[config.mk]
export PLATFORM = sky130hd
export DESIGN_NAME = video_pattern_gen
export DESIGN_NICKNAME = d
export VERILOG_FILES = /design/src/rtl/video_pkg.sv /design/src/rtl/video_pattern_gen.sv
export SDC_FILE = /design/constraint.sdc
export NUM_CORES = 1
export LEC_CHECK = 0
export ABC_CLOCK_PERIOD_IN_PS = 11000
export CAP_MARGIN = 30
export CORE_ASPECT_RATIO = 1.75
export CORE_MARGIN = 3
export CORE_UTILIZATION = 55
export DETAILED_ROUTE_END_ITERATION = 10
export DONT_BUFFER_PORTS = 1
export PLACE_DENSITY = 0.75
export SKIP_LAST_GASP = 1
export SLEW_MARGIN = 40
export SYNTH_ARGS = -nofsm -noshare
export SYNTH_HDL_FRONTEND = slang
export SYNTH_SLANG_ARGS = --single-unit
[constraint.sdc]
create_clock -name clk -period 11 [get_ports clk]
set_input_delay 1.1 -clock clk [delete_from_list [all_inputs] [get_ports clk]]
set_output_delay 1.1 -clock clk [all_outputs]
set_load 0.005 [all_outputs]
[src/rtl/video_pkg.sv]
// Shared types and pixel function for the video test-pattern source and its consumers.
package video_pkg;

    typedef enum logic [1:0] {
        PAT_HRAMP = 2'd0,
        PAT_VRAMP = 2'd1,
        PAT_CHECK = 2'd2,
        PAT_COUNT = 2'd3
    } pattern_e;

    typedef enum logic [1:0] {
        IDLE   = 2'd0,
        ACTIVE = 2'd1,
        HBLANK = 2'd2,
        VBLANK = 2'd3
    } state_e;

    // Full-width pixel value; callers truncate to their pixel width.
    function automatic logic [31:0] pixel_value(
        input pattern_e    pat,
        input logic [31:0] x,
        input logic [31:0] y,
        input logic [31:0] f
    );
        logic [31:0] v;
        case (pat)
            PAT_HRAMP: v = x;
            PAT_VRAMP: v = y;
            PAT_CHECK: v = (x[1] ^ y[1]) ? '1 : '0;
            default:   v = x + y + f;
        endcase
        return v;
    endfunction

endpackage

[src/rtl/video_pattern_gen.sv]
// AXI4-Stream-style video test-pattern source with backpressure and optional blanking.
module video_pattern_gen
    import video_pkg::*;
#(
    parameter int unsigned D_WIDTH  = 8,
    parameter int unsigned H_ACTIVE = 16,
    parameter int unsigned V_ACTIVE = 8,
    parameter int unsigned H_GAP    = 0,
    parameter int unsigned V_GAP    = 0,
    parameter int unsigned FC_WIDTH = 16
) (
    input  logic                clk,
    input  logic                rst,
    input  logic                enable,
    input  logic [1:0]          pattern,
    output logic [D_WIDTH-1:0]  down_data,
    output logic                down_valid,
    output logic                down_tlast,
    output logic                down_tuser,
    input  logic                down_ready,
    output logic [FC_WIDTH-1:0] frame_cnt
);

    localparam int unsigned XW      = $clog2(H_ACTIVE);
    localparam int unsigned YW      = $clog2(V_ACTIVE);
    localparam int unsigned GAP_MAX = (H_GAP > V_GAP) ? H_GAP : V_GAP;
    localparam int unsigned GAP_W   = (GAP_MAX > 1) ? $clog2(GAP_MAX) : 1;

    state_e              state_q, state_d;
    pattern_e            pat_q, pat_d;
    logic [XW-1:0]       x_q, x_d;
    logic [YW-1:0]       y_q, y_d;
    logic [GAP_W-1:0]    gap_q, gap_d;
    logic [FC_WIDTH-1:0] fcnt_q, fcnt_d;
    logic [D_WIDTH-1:0]  data_q, data_d;
    logic                valid_q, valid_d;
    logic                tlast_q, tlast_d;
    logic                tuser_q, tuser_d;
    logic                frame_start;
    logic                present;

    // State register and output stage
    always_ff @(posedge clk) begin
        if (rst) begin
            state_q <= IDLE;
            pat_q   <= PAT_HRAMP;
            x_q     <= '0;
            y_q     <= '0;
            gap_q   <= '0;
            fcnt_q  <= '0;
            data_q  <= '0;
            valid_q <= 1'b0;
            tlast_q <= 1'b0;
            tuser_q <= 1'b0;
        end else begin
            state_q <= state_d;
            pat_q   <= pat_d;
            x_q     <= x_d;
            y_q     <= y_d;
            gap_q   <= gap_d;
            fcnt_q  <= fcnt_d;
            data_q  <= data_d;
            valid_q <= valid_d;
            tlast_q <= tlast_d;
            tuser_q <= tuser_d;
        end
    end

    // Next-state: x/y always point at the pixel being presented (or the next one during blanking)
    always_comb begin
        state_d     = state_q;
        pat_d       = pat_q;
        x_d         = x_q;
        y_d         = y_q;
        gap_d       = gap_q;
        fcnt_d      = fcnt_q;
        data_d      = data_q;
        valid_d     = valid_q;
        tlast_d     = tlast_q;
        tuser_d     = tuser_q;
        frame_start = 1'b0;
        present     = 1'b0;

        case (state_q)
            IDLE: begin
                if (enable) frame_start = 1'b1;
            end
            ACTIVE: begin
                if (valid_q && down_ready) begin
                    if (x_q != XW'(H_ACTIVE - 1)) begin
                        x_d     = x_q + XW'(1);
                        present = 1'b1;
                    end else begin
                        x_d = '0;
                        if (y_q != YW'(V_ACTIVE - 1)) begin
                            y_d = y_q + YW'(1);
                            if (H_GAP == 0) begin
                                present = 1'b1;
                            end else begin
                                valid_d = 1'b0;
                                gap_d   = GAP_W'(H_GAP - 1);
                                state_d = HBLANK;
                            end
                        end else begin
                            y_d    = '0;
                            fcnt_d = fcnt_q + FC_WIDTH'(1);
                            if (V_GAP == 0) begin
                                frame_start = 1'b1;
                            end else begin
                                valid_d = 1'b0;
                                gap_d   = GAP_W'(V_GAP - 1);
                                state_d = VBLANK;
                            end
                        end
                    end
                end
            end
            HBLANK: begin
                if (gap_q == '0) begin
                    state_d = ACTIVE;
                    present = 1'b1;
                end else begin
                    gap_d = gap_q - GAP_W'(1);
                end
            end
            VBLANK: begin
                if (gap_q == '0) frame_start = 1'b1;
                else             gap_d = gap_q - GAP_W'(1);
            end
            default: state_d = IDLE;
        endcase

        // Enable and pattern are only honoured at frame boundaries
        if (frame_start) begin
            if (enable) begin
                state_d = ACTIVE;
                pat_d   = pattern_e'(pattern);
                x_d     = '0;
                y_d     = '0;
                present = 1'b1;
            end else begin
                state_d = IDLE;
                valid_d = 1'b0;
            end
        end

        if (present) begin
            valid_d = 1'b1;
            data_d  = D_WIDTH'(pixel_value(pat_d, 32'(x_d), 32'(y_d), 32'(fcnt_d)));
            tlast_d = (x_d == XW'(H_ACTIVE - 1));
            tuser_d = (x_d == '0) && (y_d == '0);
        end
    end

    assign down_data  = data_q;
    assign down_valid = valid_q;
    assign down_tlast = tlast_q;
    assign down_tuser = tuser_q;
    assign frame_cnt  = fcnt_q;

endmodule
==> results.json, run 1 <==
{
  "finalCritPeriodShare_pct": 37.8,
  "layout_min_cycle_time_ps": 4150,
  "worst_slack_ps": 6850,
  "clk_pin_slew_ps": 70,
  "n_antenna_cell": 0,
  "grt_remaining_overflow": 0,
  "crit_arrival_ps": 4350,
  "dp_hpwl_microns": 4020,
  "hold_depth": 2,
  "grt_max_degree": 38,
  "synthArstFlopShare_pct": 0,
  "powerDensity_mw_per_mm2": 108,
  "syn2layout_area_growth_pct": 4.19,
  "crit_path_start_kind": "input pin",
  "yosys.area.top_type_share_pct": 32.6,
  "synth-edff-count": 0,
  "drtIter0Drc": 45,
  "place_ws_ps": 6620,
  "ys.flop_type": "dfxtp_1",
  "cts_tree": "done",
  "whs_ps": 475,
  "clkLatencyLatePin_ps": 290,
  "gp_congestion": 0.842,
  "ys_types": 48,
  "outcome": "complete, no violations",
  "grt_pass1_wl_microns": 9180,
  "start_util_pct": 57.6,
  "die_h_microns": 91.0,
  "cp.required_ps": 11190,
  "row_count": 30,
  "synth_area_leaders": "dfxtp_1 (33%), ha_1 (7.2%), nor2_1 (5.6%)",
  "tightest_slew_ps": 717,
  "grt_setup_unrepaired": "no",
  "cts_inserted_buffers": 5,
  "slew_headroom_pct": 51.8,
  "hp-class": "flip-flop to flip-flop",
  "fmax_mhz": 241,
  "placed_cells": 315,
  "vias": 1991,
  "reg2regPathDepth": 15,
  "avgViaCountPerCell": 6.18,
  "cts.htree.levels": 2,
  "synth_area_sq_mm": 0.00227,
  "dr.pass1.iters": 4,
  "ys_ff_latch": 37,
  "crit_chain": "nand3_2, nor2_1, nand3_1, a21oi_1, inv_1, fa_1, inv_1, ha_1, fa_1, a21o_1, a21oi_1, o31ai_1, mux2i_1, nor4_1",
  "cts-hold-fix-buffers": 0,
  "min_delay_worst_endpoint": "down_tlast$_SDFFE_PP0P_",
  "cts_buffer_depth": 2,
  "synth_fp_nets": 300,
  "finalSetupViolCount": 0,
  "fin_skew_ps": 9.11,
  "drtAntennaViolNets": 0,
  "drive_gt1_share_pct": 6.20,
  "grt_usage_pct": 24.3,
  "cellLeakagePower_nw": 0.934,
  "fill_cells": 376,
  "drt_wl_total_microns": 5360,
  "slew_viol_final": 0,
  "r2r_start": "y_q[0]$_SDFF_PP0_",
  "pin_count": 33,
  "max_stage_delay_ps": 490,
  "drt-wirelength-per-cell_microns": 16.6,
  "cp_slowest_cell": "fa_1",
  "max_cap_violations": 0,
  "finalNetCount": 295,
  "totalNegativeSetupSlack_ps": 0,
  "r2r_slack_ps": 6880,
  "cts_resized": 0,
  "clock_sinks": 37,
  "endpoint_kind": "flip-flop",
  "drc": 0,
  "synth.yosys.seq_area_share_pct": 32.6,
  "syn_inst": 279,
  "cts_root_buf": "clkbuf_8",
  "coreArea_sq_mm": 0.00394,
  "syn_avg_cell_area_sq_um": 8.14,
  "crit_type": "input pin to flip-flop",
  "die_area_sq_mm": 0.00497,
  "grt_pass1_vias": 2007,
  "antenna_found_initial": 0,
  "hold_start": "down_tlast$_SDFFE_PP0P_",
  "instances_no_fill": 322,
  "post_cts_buffers": 0,
  "peakVddDrop_mv": 0.135,
  "numPortBuffers": 0,
  "finalHoldViolCount": 0,
  "reg2reg_to": "down_data[7]$_SDFFE_PP0P_",
  "critical_path.max_fanout": 11,
  "synth_warnings": 0,
  "fp.dieW_microns": 54.6,
  "synth_top_cell_by_area": "dfxtp_1"
}
[stage by stage]
step                      power [mW]  area (sq um)  util, %
after CTS                      0.259          2370     60.0
after global routing           0.266          2370     60.0
after global placement         0.160          2280     57.7
after detailed placement       0.160          2280     57.7
final                          0.257          2370     60.0
after floorplan                0.159          2270        -
[registers in the layout, indices dropped and copies added (netlist names)]
register,count
x_q,4
state_q,1
down_valid,1
frame_cnt,16
y_q,3
pat_q,2
down_tlast,1
down_data,8
down_tuser,1
[placed cells by master, fill, tap and decap left out, types with 6 or more instances in the layout]
| cell type | netlist | final |
|---|---|---|
| dfxtp_1 | 37 | 37 |
| nor2_1 | 34 | 34 |
| nand2_1 | 27 | 27 |
| o21ai_0 | 14 | 14 |
| a21oi_1 | 13 | 13 |
| ha_1 | 13 | 13 |
| xnor2_1 | 10 | 10 |
| nand4_1 | 9 | 9 |
| inv_1 | 9 | 9 |
| a21o_1 | 8 | 8 |
| nand3_1 | 8 | 8 |
| nor2b_1 | 8 | 8 |
| nor3_1 | 6 | 6 |
| xor2_1 | 6 | 6 |
| clkbuf_8 | 0 | 6 |
[report_power, final]
group / internal [mW] / switching (mW)
Clock: 0.0496 / 0.0499
Sequential: 0.137 / 0.00329
Combinational: 0.00706 / 0.00976
Total: 0.194 / 0.0629
[how the worst max path moves through the flow]
stage	start	to	slack [ps]	cells after the start
4_1_cts	down_ready	down_data[7]$_SDFFE_PP0P_	6890	14
6_report	down_ready	down_data[7]$_SDFFE_PP0P_	6850	14
3_3_place_gp	down_ready	down_data[7]$_SDFFE_PP0P_	6640	14
2_1_floorplan	enable	down_data[7]$_SDFFE_PP0P_	6980	14
5_1_grt	y_q[0]$_SDFF_PP0_	down_data[7]$_SDFFE_PP0P_	6560	15
3_5_place_dp	down_ready	down_data[7]$_SDFFE_PP0P_	6620	14
[layer usage]
layer | vias to the layer above | share of wire (%) | GRT usage (%)
met5 | - | 0 | 0
met4 | 0 | 1.9 | 9.36
met3 | 11 | 5.5 | 5.91
met2 | 58 | 52 | 38.9
met1 | 937 | 40 | 30.1
li1 | 985 | - | -
[logic make-up (layout without fill, tap and decap cells)]
kind of cell	after synthesis	after routing	synth area share, %
flops	37	37	32.6
simple gates	120	120	27.1
mux	7	7	3.20
fa+ha+maj	15	15	8.93
buf+inv	21	16	3.91
xor+xnor	16	16	6.17
compound gates	63	63	18.1
[critical path: cells and delay by family]
kind | cells | cell delay (ps)
buffers and inverters | 2 | 180
AOI/OAI and AO/OA | 4 | 910
and+or+nand+nor | 4 | 860
muxes | 1 | 150
adders and majority gates | 3 | 1130
[synthesized netlist by cell type, types with 3 or more instances]
cell      count
o22ai_1       4
nand4_1       9
a21oi_1      13
o221ai_1      3
nand3b_1      3
and3_1        4
nand2_1      27
ha_1         13
nand3_1       8
o21a_1        4
nor2_1       34
inv_1         9
nor3_1        6
mux2i_1       5
or3_1         5
xor2_1        6
a31oi_1       3
xnor2_1      10
dfxtp_1      37
nand2b_1      5
nor2b_1       8
clkbuf_1      9
o21ai_0      14
a21o_1        8
[cell type report]
| class | count | area (sq um) | share of cell area, % |
|---|---|---|---|
| multi-input cells | 221 | 1440 | 60.9 |
| flip-flops and latches | 37 | 741 | 31.3 |
| clock buffers | 6 | 82.6 | 3.49 |
| well taps | 48 | 60.1 | 2.54 |
| inverters | 9 | 33.8 | 1.43 |
| clock inverters | 1 | 7.51 | 0.317 |
No activity file was read; power rests on OpenSTA's default activity.
==> run 2: changes to the inputs <==
ABC_CLOCK_PERIOD_IN_PS = 3500   (was 11000)
PLACE_DENSITY = 0.78   (was 0.75)
clock period = 3.5 ns   (was 11 ns; I/O delays follow)
==> results.json, run 2 (synthesis results as in run 1) <==
{
  "instances_no_fill": 347,
  "reg2regPathDepth": 16,
  "slew_viol_final": 0,
  "max_stage_delay_ps": 520,
  "cp.required_ps": 3700,
  "clock_sinks": 37,
  "outcome": "complete, no violations",
  "n_antenna_cell": 0,
  "drt_wl_total_microns": 5950,
  "slew_headroom_pct": 49.8,
  "grt_pass1_wl_microns": 9360,
  "vias": 2148,
  "finalInstanceArea_sq_mm": 0.00267,
  "cts_inserted_buffers": 5,
  "place_ws_ps": -75.3,
  "finalSetupViolCount": 0,
  "coreArea_sq_mm": 0.00394,
  "dr.pass1.iters": 4,
  "drc": 0,
  "row_count": 30,
  "finalNetCount": 319,
  "layout_common_cells": "dfxtp_1 (34), nor2_1 (33), nand2_1 (27)",
  "hold_depth": 1,
  "fmax_mhz": 295,
  "endpoint_kind": "flip-flop",
  "crit_path_start_kind": "flip-flop",
  "clkLatencyLatePin_ps": 290,
  "die_h_microns": 91.0,
  "cellLeakagePower_nw": 1.06,
  "cts_buffer_depth": 2,
  "drt-wirelength-per-cell_microns": 17.1,
  "worst_slack_ps": 113,
  "pin_count": 33,
  "crit_arrival_ps": 3590,
  "max_cap_violations": 0,
  "layout_min_cycle_time_ps": 3390,
  "antenna_found_initial": 0,
  "drtIter0Drc": 81,
  "grt_max_degree": 38,
  "start_util_pct": 57.6,
  "finalCritPeriodShare_pct": 96.8,
  "cts-hold-fix-buffers": 0,
  "drive_gt1_share_pct": 20.4,
  "place_area_sq_mm": 0.00244,
  "dp_hpwl_microns": 4250,
  "cp_slowest_cell": "fa_1",
  "powerDensity_mw_per_mm2": 307,
  "grt_usage_pct": 25.3,
  "drtAntennaViolNets": 0,
  "die_area_sq_mm": 0.00497,
  "placed_cells": 336,
  "cpMostUsedCell": "ha_4",
  "syn2layout_area_growth_pct": 17.5,
  "largest_register_ffs": 16,
  "crit_chain": "ha_4, ha_4, nand4_1, a21o_1, nand2_1, a21oi_2, inv_2, fa_1, inv_2, ha_4, fa_2, a21o_1, a21oi_4, o31ai_1, mux2i_1, nor4_1",
  "finalHoldViolCount": 0,
  "cts_tree": "done",
  "fin_skew_ps": 6.40,
  "avgViaCountPerCell": 6.19,
  "grt_pass1_vias": 2176,
  "clk_pin_slew_ps": 80,
  "fp.dieW_microns": 54.6,
  "hp-class": "input pin to flip-flop",
  "numPortBuffers": 0,
  "crit_type": "flip-flop to flip-flop",
  "cts.htree.levels": 2,
  "tightest_slew_ps": 747,
  "totalNegativeSetupSlack_ps": 0,
  "final_common_cell": "dfxtp_1",
  "peakVddDrop_mv": 0.383,
  "grt_remaining_overflow": 0,
  "grt_setup_unrepaired": "yes",
  "gp_congestion": 0.883,
  "critical_path.max_fanout": 5,
  "cts_root_buf": "clkbuf_8"
}
## run 2: power breakdown
group          switching [mW]  total [mW]  internal [mW]
sequential            0.00830       0.439          0.431
clock                   0.157       0.317          0.160
combinational          0.0353      0.0627         0.0274
total                   0.201       0.818          0.618
## run 2: worst paths after layout
check | end | startpoint | slack (ps)
worst min register to register | down_data[0]$_SDFFE_PP0P_ | down_data[0]$_SDFFE_PP0P_ | 490
worst min-delay path | down_data[4]$_SDFFE_PP0P_ | rst | 130
worst max register to register | down_data[7]$_SDFFE_PP0P_ | y_q[1]$_SDFF_PP0_ | 110
worst max-delay path | down_data[7]$_SDFFE_PP0P_ | y_q[1]$_SDFF_PP0_ | 110
## run 2: layout make-up
type | instances | area [sq um]
sequential | 37 | 744
inverter | 9 | 33.8
timing repair buffer | 24 | 180
multi-input combinational | 221 | 1550
fill | 321 | 1270
tap | 48 | 60.1
clock inverter | 2 | 13.8
clock buffer | 6 | 82.6
## run 2: worst max-delay path: cells and delay by family, from the launching register on
family	cells	cell delay, ps
buf+inv	2	110
simple gates	3	510
flops	1	340
compound gates	5	850
fa+ha+maj	5	1350
mux	1	150
## run 2: timing repair
action / CTS / global route
endpoints found under the setup margin: 2 / 2
pin swaps: 2 / 14
resized for setup: 4 / 22
setup buffers: 1 / 2
## run 2: per-stage QoR
stage	hold WS (ps)	utilization [%]	total power, mW
floorplan	448	-	0.499
global placement	425	61.9	0.509
detailed placement	427	61.9	0.510
CTS	112	64.9	0.825
global route	107	67.7	0.850
finish	125	67.7	0.818
## run 2: routing by layer
metal	vias to the layer above	GRT usage, %	part of all wire, %
met4	0	12.3	3.7
met1	1023	27.0	37
met3	22	5.09	4.9
met5	-	0	0
met2	72	44.3	54
li1	1031	-	-
